## src/rtl/spi_pkg.sv

```systemverilog
// Shared types and defaults for the SPI target.
package spi_pkg;

   typedef enum logic [1:0] {
      IDLE,
      LOAD,
      SHIFT
   } spi_state_e;

   localparam int SPI_WIDTH_DEFAULT = 8;
   localparam int SPI_SYNC_DEFAULT  = 2;

endpackage

```

## src/rtl/spi_slave_if.sv

```systemverilog
// SPI pins plus fabric-side transmit/receive handshake of the SPI target.
interface spi_slave_if
   import spi_pkg::*;
#(
   parameter int WIDTH = SPI_WIDTH_DEFAULT
);

   logic             sclk;
   logic             ss;
   logic             mosi;
   logic             miso;
   logic             miso_oe;
   logic [WIDTH-1:0] tx_d;
   logic             tx_valid;
   logic             tx_ready;
   logic [WIDTH-1:0] rx_d;
   logic             rx_valid;
   logic             busy;
   logic             tx_underrun;

   modport slave (
      input  sclk, ss, mosi, tx_d, tx_valid,
      output miso, miso_oe, tx_ready, rx_d, rx_valid, busy, tx_underrun
   );

   modport master (
      output sclk, ss, mosi, tx_d, tx_valid,
      input  miso, miso_oe, tx_ready, rx_d, rx_valid, busy, tx_underrun
   );

endinterface

```

## src/rtl/spi_sync_edge.sv

```systemverilog
// Multi-flop synchronizer with registered level and edge strobes.
module spi_sync_edge
   import spi_pkg::*;
#(
   parameter int   STAGES = SPI_SYNC_DEFAULT,
   parameter logic INIT   = 1'b0
) (
   input  logic clk,
   input  logic rst,
   input  logic d,
   output logic q,
   output logic rise,
   output logic fall
);

   logic [STAGES-1:0] sync;

   // q and both strobes share one register stage so they stay aligned
   always_ff @(posedge clk) begin
      if (rst) begin
         sync <= {STAGES{INIT}};
         q    <= INIT;
         rise <= 1'b0;
         fall <= 1'b0;
      end else begin
         sync <= {sync[STAGES-2:0], d};
         q    <= sync[STAGES-1];
         rise <= sync[STAGES-1] & ~q;
         fall <= ~sync[STAGES-1] & q;
      end
   end

endmodule

```

## src/rtl/spi_slave.sv

```systemverilog
// Mode-0 SPI target: oversampled pins, one-entry tx buffer, rx strobe.
module spi_slave
   import spi_pkg::*;
#(
   parameter int WIDTH       = SPI_WIDTH_DEFAULT,
   parameter int SYNC_STAGES = SPI_SYNC_DEFAULT
) (
   input logic        clk,
   input logic        rst,
   spi_slave_if.slave bus
);

   localparam int CW = $clog2(WIDTH);
   localparam logic [CW-1:0] LAST = CW'(WIDTH - 1);

   logic sclk_rise, sclk_fall, sclk_q_unused;
   logic ss_rise, ss_fall, ss_q;
   logic mosi_q, mosi_rise_unused, mosi_fall_unused;

   spi_state_e state, state_nx;

   logic [CW-1:0]    cnt;
   logic [WIDTH-1:0] tx_buf;
   logic             tx_full;
   logic             load_ok;
   logic [WIDTH-1:0] tx_shift;
   logic [WIDTH-2:0] rx_shift;
   logic [WIDTH-1:0] rx_d;
   logic             rx_valid;
   logic             underrun;
   logic             busy;

   spi_sync_edge #(.STAGES(SYNC_STAGES), .INIT(1'b0)) u_sclk (
      .clk  (clk),
      .rst  (rst),
      .d    (bus.sclk),
      .q    (sclk_q_unused),
      .rise (sclk_rise),
      .fall (sclk_fall)
   );

   spi_sync_edge #(.STAGES(SYNC_STAGES), .INIT(1'b1)) u_ss (
      .clk  (clk),
      .rst  (rst),
      .d    (bus.ss),
      .q    (ss_q),
      .rise (ss_rise),
      .fall (ss_fall)
   );

   spi_sync_edge #(.STAGES(SYNC_STAGES), .INIT(1'b0)) u_mosi (
      .clk  (clk),
      .rst  (rst),
      .d    (bus.mosi),
      .q    (mosi_q),
      .rise (mosi_rise_unused),
      .fall (mosi_fall_unused)
   );

   always_ff @(posedge clk) begin
      if (rst) state <= IDLE;
      else     state <= state_nx;
   end

   always_comb begin
      state_nx = state;
      unique case (state)
         IDLE:    if (ss_fall) state_nx = LOAD;
         LOAD:    state_nx = SHIFT;
         SHIFT:   state_nx = SHIFT;
         default: state_nx = IDLE;
      endcase
      if (ss_rise) state_nx = IDLE;
   end

   always_ff @(posedge clk) begin
      if (rst) begin
         cnt      <= '0;
         tx_buf   <= '0;
         tx_full  <= 1'b0;
         load_ok  <= 1'b0;
         tx_shift <= '0;
         rx_shift <= '0;
         rx_d     <= '0;
         rx_valid <= 1'b0;
         underrun <= 1'b0;
         busy     <= 1'b0;
      end else begin
         rx_valid <= 1'b0;
         underrun <= 1'b0;
         busy     <= ~ss_q;
         if (bus.tx_valid && !tx_full) begin
            tx_buf  <= bus.tx_d;
            tx_full <= 1'b1;
         end
         unique case (state)
            IDLE: begin
               cnt      <= '0;
               tx_shift <= '0;
               // snapshot taken before a same-cycle write can land
               load_ok  <= tx_full;
            end
            LOAD: begin
               if (load_ok) begin
                  tx_shift <= tx_buf;
                  tx_full  <= 1'b0;
               end else begin
                  tx_shift <= '0;
                  underrun <= 1'b1;
               end
            end
            SHIFT: begin
               if (sclk_rise) begin
                  if (cnt == LAST) begin
                     rx_d     <= {rx_shift, mosi_q};
                     rx_valid <= 1'b1;
                     cnt      <= '0;
                  end else begin
                     rx_shift <= (WIDTH-1)'({rx_shift, mosi_q});
                     cnt      <= cnt + 1'b1;
                  end
               end else if (sclk_fall && !ss_rise) begin
                  if (cnt != '0) begin
                     tx_shift <= {tx_shift[WIDTH-2:0], 1'b0};
                  end else if (tx_full) begin
                     tx_shift <= tx_buf;
                     tx_full  <= 1'b0;
                  end else begin
                     tx_shift <= '0;
                     underrun <= 1'b1;
                  end
               end
            end
            default: ;
         endcase
         if (ss_rise) cnt <= '0;
      end
   end

   assign bus.miso        = tx_shift[WIDTH-1];
   assign bus.miso_oe     = busy;
   assign bus.busy        = busy;
   assign bus.tx_ready    = ~tx_full;
   assign bus.rx_d        = rx_d;
   assign bus.rx_valid    = rx_valid;
   assign bus.tx_underrun = underrun;

endmodule

```

## src/flat_wrapper.sv

```systemverilog
// flat-port wrapper written by rule: the top's interface ports become plain ports
module spi_slave_flat import spi_pkg::*;
#(
   parameter int WIDTH       = SPI_WIDTH_DEFAULT,
   parameter int SYNC_STAGES = SPI_SYNC_DEFAULT
)
  (clk, rst, bus_sclk, bus_ss, bus_mosi, bus_tx_d, bus_tx_valid, bus_miso, bus_miso_oe, bus_tx_ready, bus_rx_d, bus_rx_valid, bus_busy, bus_tx_underrun);
  spi_slave_if #(.WIDTH(WIDTH)) bus_i ();
  input logic clk;
  input logic rst;
  input wire logic [$bits(bus_i.sclk)-1:0] bus_sclk;
  input wire logic [$bits(bus_i.ss)-1:0] bus_ss;
  input wire logic [$bits(bus_i.mosi)-1:0] bus_mosi;
  input wire logic [$bits(bus_i.tx_d)-1:0] bus_tx_d;
  input wire logic [$bits(bus_i.tx_valid)-1:0] bus_tx_valid;
  output wire logic [$bits(bus_i.miso)-1:0] bus_miso;
  output wire logic [$bits(bus_i.miso_oe)-1:0] bus_miso_oe;
  output wire logic [$bits(bus_i.tx_ready)-1:0] bus_tx_ready;
  output wire logic [$bits(bus_i.rx_d)-1:0] bus_rx_d;
  output wire logic [$bits(bus_i.rx_valid)-1:0] bus_rx_valid;
  output wire logic [$bits(bus_i.busy)-1:0] bus_busy;
  output wire logic [$bits(bus_i.tx_underrun)-1:0] bus_tx_underrun;
  assign bus_i.sclk = bus_sclk;
  assign bus_i.ss = bus_ss;
  assign bus_i.mosi = bus_mosi;
  assign bus_i.tx_d = bus_tx_d;
  assign bus_i.tx_valid = bus_tx_valid;
  assign bus_miso = bus_i.miso;
  assign bus_miso_oe = bus_i.miso_oe;
  assign bus_tx_ready = bus_i.tx_ready;
  assign bus_rx_d = bus_i.rx_d;
  assign bus_rx_valid = bus_i.rx_valid;
  assign bus_busy = bus_i.busy;
  assign bus_tx_underrun = bus_i.tx_underrun;
  spi_slave #(.WIDTH(WIDTH), .SYNC_STAGES(SYNC_STAGES)) u_core (.clk(clk), .rst(rst), .bus(bus_i));
endmodule
```

## config.mk

```make
export PLATFORM = sky130hd
export DESIGN_NAME = spi_slave_flat
export DESIGN_NICKNAME = d
export VERILOG_FILES = /design/src/rtl/spi_pkg.sv /design/src/rtl/spi_slave_if.sv /design/src/rtl/spi_sync_edge.sv /design/src/rtl/spi_slave.sv /design/src/flat_wrapper.sv
export SDC_FILE = /design/constraint.sdc
export NUM_CORES = 1
export LEC_CHECK = 0
export ABC_AREA = 1
export CORE_MARGIN = 1
export CORE_UTILIZATION = 57
export DETAILED_ROUTE_END_ITERATION = 16
export GPL_ROUTABILITY_DRIVEN = 1
export GPL_TIMING_DRIVEN = 0
export PLACE_DENSITY = 0.81
export SETUP_SLACK_MARGIN = 0.2
export SYNTH_ARGS = -nofsm -noshare
export SYNTH_HDL_FRONTEND = slang
export SYNTH_HIERARCHICAL = 1
export SYNTH_SLANG_ARGS = --single-unit
export TNS_END_PERCENT = 5
```

## constraint.sdc

```tcl
create_clock -name clk -period 2.9 [get_ports clk]
set_input_delay 0.435 -clock clk [delete_from_list [all_inputs] [get_ports clk]]
set_output_delay 0.435 -clock clk [all_outputs]
set_load 0.005 [all_outputs]
```

==> results.txt <==
cell family with the largest share of critical-path delay -> buffers and inverters
IO Port Bufs -> 27
total length of routed met2 wires -> 1.93 mm
switching share of total power -> 26.3%
largest net degree at the start of global routing -> 18
DR vias/cell -> 5.03
share of total power in sequential cells -> 56.4%
count of nets after finishing -> 357
post-cts repair resize count -> 0
number of levels the H-tree was split into -> 2
area of the multi-input gates -> 996 um^2
initial antenna violation count -> 0
GRT overflow -> 0
average cell area after synthesis -> 7.49 um^2
cell count of the worst reg-to-reg path -> 7
Final Hold Violating Endpoints -> 0
clock sink total -> 54
diode insertion count for antenna repair -> 0
Final setup violation count -> 0
post-route clock period utilization -> 64.7%
startpoint type of the worst setup path -> flop
minimum clock period after layout -> 1.88 ns
clock transition at the registers of the reported paths -> 0.09 ns
fraction of power consumed by combinational cells -> 12.3%
initial core utilization -> 60.4%
post-synthesis net count -> 323
drt pass-1 iters -> 4
global-route usage over all layers -> 23.3%
worst reg2reg path endpoint -> u_core/rx_shift[3]$_SDFFE_PP0P_
cell-by-cell trace of the critical path -> buf_2, inv_1, clkdlybuf4s50_1
count of cells along the worst hold path -> 2
Post-Synthesis Cell Area -> 2260 um^2
Vias -> 1938
proportion of layout cells with a drive suffix above 1 -> 10.4%
die boundary width -> 65.0 um
internal power contribution -> 1030 uW
Power Density -> 520 nW/um^2
per-cell routed wire length -> 11.0 um
critical path's slowest cell -> sky130_fd_sc_hd__clkdlybuf4s50_1
count of fill cells added during filler insertion -> 314
top fanout value on the critical path -> 10
highest metal layer with signal wires -> met4
unrepaired setup endpoints after global routing -> no
final routed DRC violation total -> 0
worst skew pair latency -> 0.31 ns
Detail Route Antenna Nets -> 0
number of max-slew violations in the final report -> 0
startpoint of the lowest-slack hold path -> u_core/u_mosi/sync[0]$_SDFF_PP0_
Crit path arrival time -> 1.44 ns
synthesis-to-finish area growth -> 19.0%
type of destination of the critical path -> output pin
result of the run -> completed
CP max stage delay -> 0.51 ns
overall die height -> 65.0 um
Routed met3 length -> 247 um
hold buffer count at CTS -> 0
number of maximum-capacitance constraint violations -> 0
routed length on met1 -> 2.03 mm
cell leakage power -> 0.00117 uW
worst reg2reg path startpoint -> u_core/cnt[0]$_SDFFE_PP0P_
total buffers and inverters traversed by the critical path -> 3
placer's final routability congestion estimate -> 0.838
slack of the worst reg-to-reg path -> 1.36 ns
Critical Setup Path Class -> flop to output pin
timing-limited maximum frequency -> 533 MHz
sum of routed wire length over all layers -> 4.24 mm
switching pwr -> 368 uW
area enclosed by the die boundary -> 4220 um^2
clock tree from TritonCTS -> built
placeable core area -> 3740 um^2
number of buffers added by the clock tree synthesis step -> 5
part of the power in the clock network -> 31.2%
first-pass GRT wire length -> 7.56 mm
floorplan row count -> 22
Bufs on Longest Clock Path -> 2
sum of net half-perimeters after detailed placement -> 3.08 mm
Layout Skew -> 0.00832 ns
Max transition margin -> 70.2%
Worst Hold Margin -> 0.406 ns
top-level I/O count -> 28
Root Buffer -> sky130_fd_sc_hd__clkbuf_8
data required time at the worst endpoint -> 2.47 ns
final-layout setup total negative slack -> 0 ns
Max rail drop VDD -> 0.401 mV
First DRT Iteration DRCs -> 134
number of warnings reported in the yosys synthesis log -> 6
register area -> 1080 um^2
transition at the pin with the smallest max-transition slack -> 0.445 ns
buffers inserted during post-CTS setup optimization -> 0
cell count after synthesis -> 302
classification of the worst-slack hold path -> flop to flop
Min-Delay Endpoint -> u_core/u_mosi/sync[1]$_SDFF_PP0_
number of global-route vias before repair -> 1749
## power by group through the flow
| stage | Sequential (uW) | Clock (uW) | Combinational, uW |
|---|---|---|---|
| 6_report | 789 | 437 | 172 |
| 4_1_cts | 789 | 454 | 172 |
| 3_3_place_gp | 805 | 0 | 168 |
| 2_1_floorplan | 800 | 0 | 118 |
| 5_1_grt | 792 | 485 | 193 |
| 3_5_place_dp | 806 | 0 | 172 |
## cell usage in the layout, fill, tap and decap left out
cell / instances
sky130_fd_sc_hd__nand2_1: 70
sky130_fd_sc_hd__dfxtp_1: 54
sky130_fd_sc_hd__nor2_1: 46
sky130_fd_sc_hd__inv_1: 32
sky130_fd_sc_hd__clkdlybuf4s50_1: 27
sky130_fd_sc_hd__nand3_1: 24
sky130_fd_sc_hd__o21ai_0: 21
sky130_fd_sc_hd__a21oi_1: 16
sky130_fd_sc_hd__a21oi_2: 8
sky130_fd_sc_hd__ha_1: 7
sky130_fd_sc_hd__clkbuf_8: 6
sky130_fd_sc_hd__buf_2: 6
sky130_fd_sc_hd__nand2_2: 4
sky130_fd_sc_hd__inv_2: 3
sky130_fd_sc_hd__nor2_4: 2
sky130_fd_sc_hd__buf_4: 2
sky130_fd_sc_hd__or2_1: 2
sky130_fd_sc_hd__clkinvlp_4: 1
sky130_fd_sc_hd__inv_6: 1
sky130_fd_sc_hd__buf_1: 1
sky130_fd_sc_hd__clkinv_1: 1
sky130_fd_sc_hd__nand2_4: 1
sky130_fd_sc_hd__nor2_8: 1
sky130_fd_sc_hd__nand4_1: 1
## how the worst max path moves through the flow
stage	start	cells past startpoint	slack (ns)	end
4_1_cts	u_core/tx_full$_SDFF_PP0_	3	1.01	bus_tx_ready
6_report	u_core/tx_full$_SDFF_PP0_	3	1.02	bus_tx_ready
3_3_place_gp	rst	5	0.84	u_core/tx_buf[5]$_SDFFE_PP0P_
3_5_place_dp	rst	5	0.80	u_core/rx_shift[3]$_SDFFE_PP0P_
2_1_floorplan	u_core/cnt[0]$_SDFFE_PP0P_	7	1.55	u_core/rx_shift[6]$_SDFFE_PP0P_
5_1_grt	u_core/tx_full$_SDFF_PP0_	3	0.94	bus_tx_ready
## final cells by class
type | instances | share of cell area, %
Inverter | 36 | 5.02
Clock buffer | 6 | 3.07
Buffer | 9 | 1.81
Sequential cell | 54 | 40.2
Clock inverter | 2 | 0.605
Multi-Input combinational cell | 203 | 37.0
Tap cell | 48 | 2.23
Timing Repair Buffer | 27 | 10.0
## stage by stage
stage / cell area [um^2] / instances / utilization (%) / setup WS, ns / power, uW
after floorplan: 2260 / 302 / - / 1.55 / 918
after global placement: 2590 / 377 / 69.2 / 0.838 / 973
after detailed placement: 2590 / 377 / 69.2 / 0.801 / 977
after CTS: 2690 / 385 / 71.9 / 1.01 / 1420
after global routing: 2690 / 385 / 71.9 / 0.936 / 1470
final: 2690 / 385 / 71.9 / 1.02 / 1400
## worst min-delay path, cell delays in order, from the launching register on
cell and delay (ns):
sky130_fd_sc_hd__dfxtp_1 0.31, sky130_fd_sc_hd__inv_1 0.04, sky130_fd_sc_hd__nor2_1 0.03
## registers in the layout (all words and copies together), names as in the netlist
signal and count:
u_core/bus.busy 1, u_core/bus.rx_d 8, u_core/bus.rx_valid 1, u_core/bus.tx_underrun 1, u_core/cnt 3, u_core/load_ok 1
u_core/rx_shift 7, u_core/state 2, u_core/tx_buf 8, u_core/tx_full 1, u_core/tx_shift 8, u_core/u_mosi/q 1
u_core/u_mosi/sync 2, u_core/u_sclk/fall 1, u_core/u_sclk/q 1, u_core/u_sclk/rise 1, u_core/u_sclk/sync 2, u_core/u_ss/fall 1
u_core/u_ss/q 1, u_core/u_ss/rise 1, u_core/u_ss/sync 2
## metal layers
layer,global-route usage [%],vias to the layer above
met4,6.67,0
met5,0,-
met2,36.7,56
li1,-,1014
met1,31.5,864
met3,5.46,4
(Power assumes the default switching activity.)
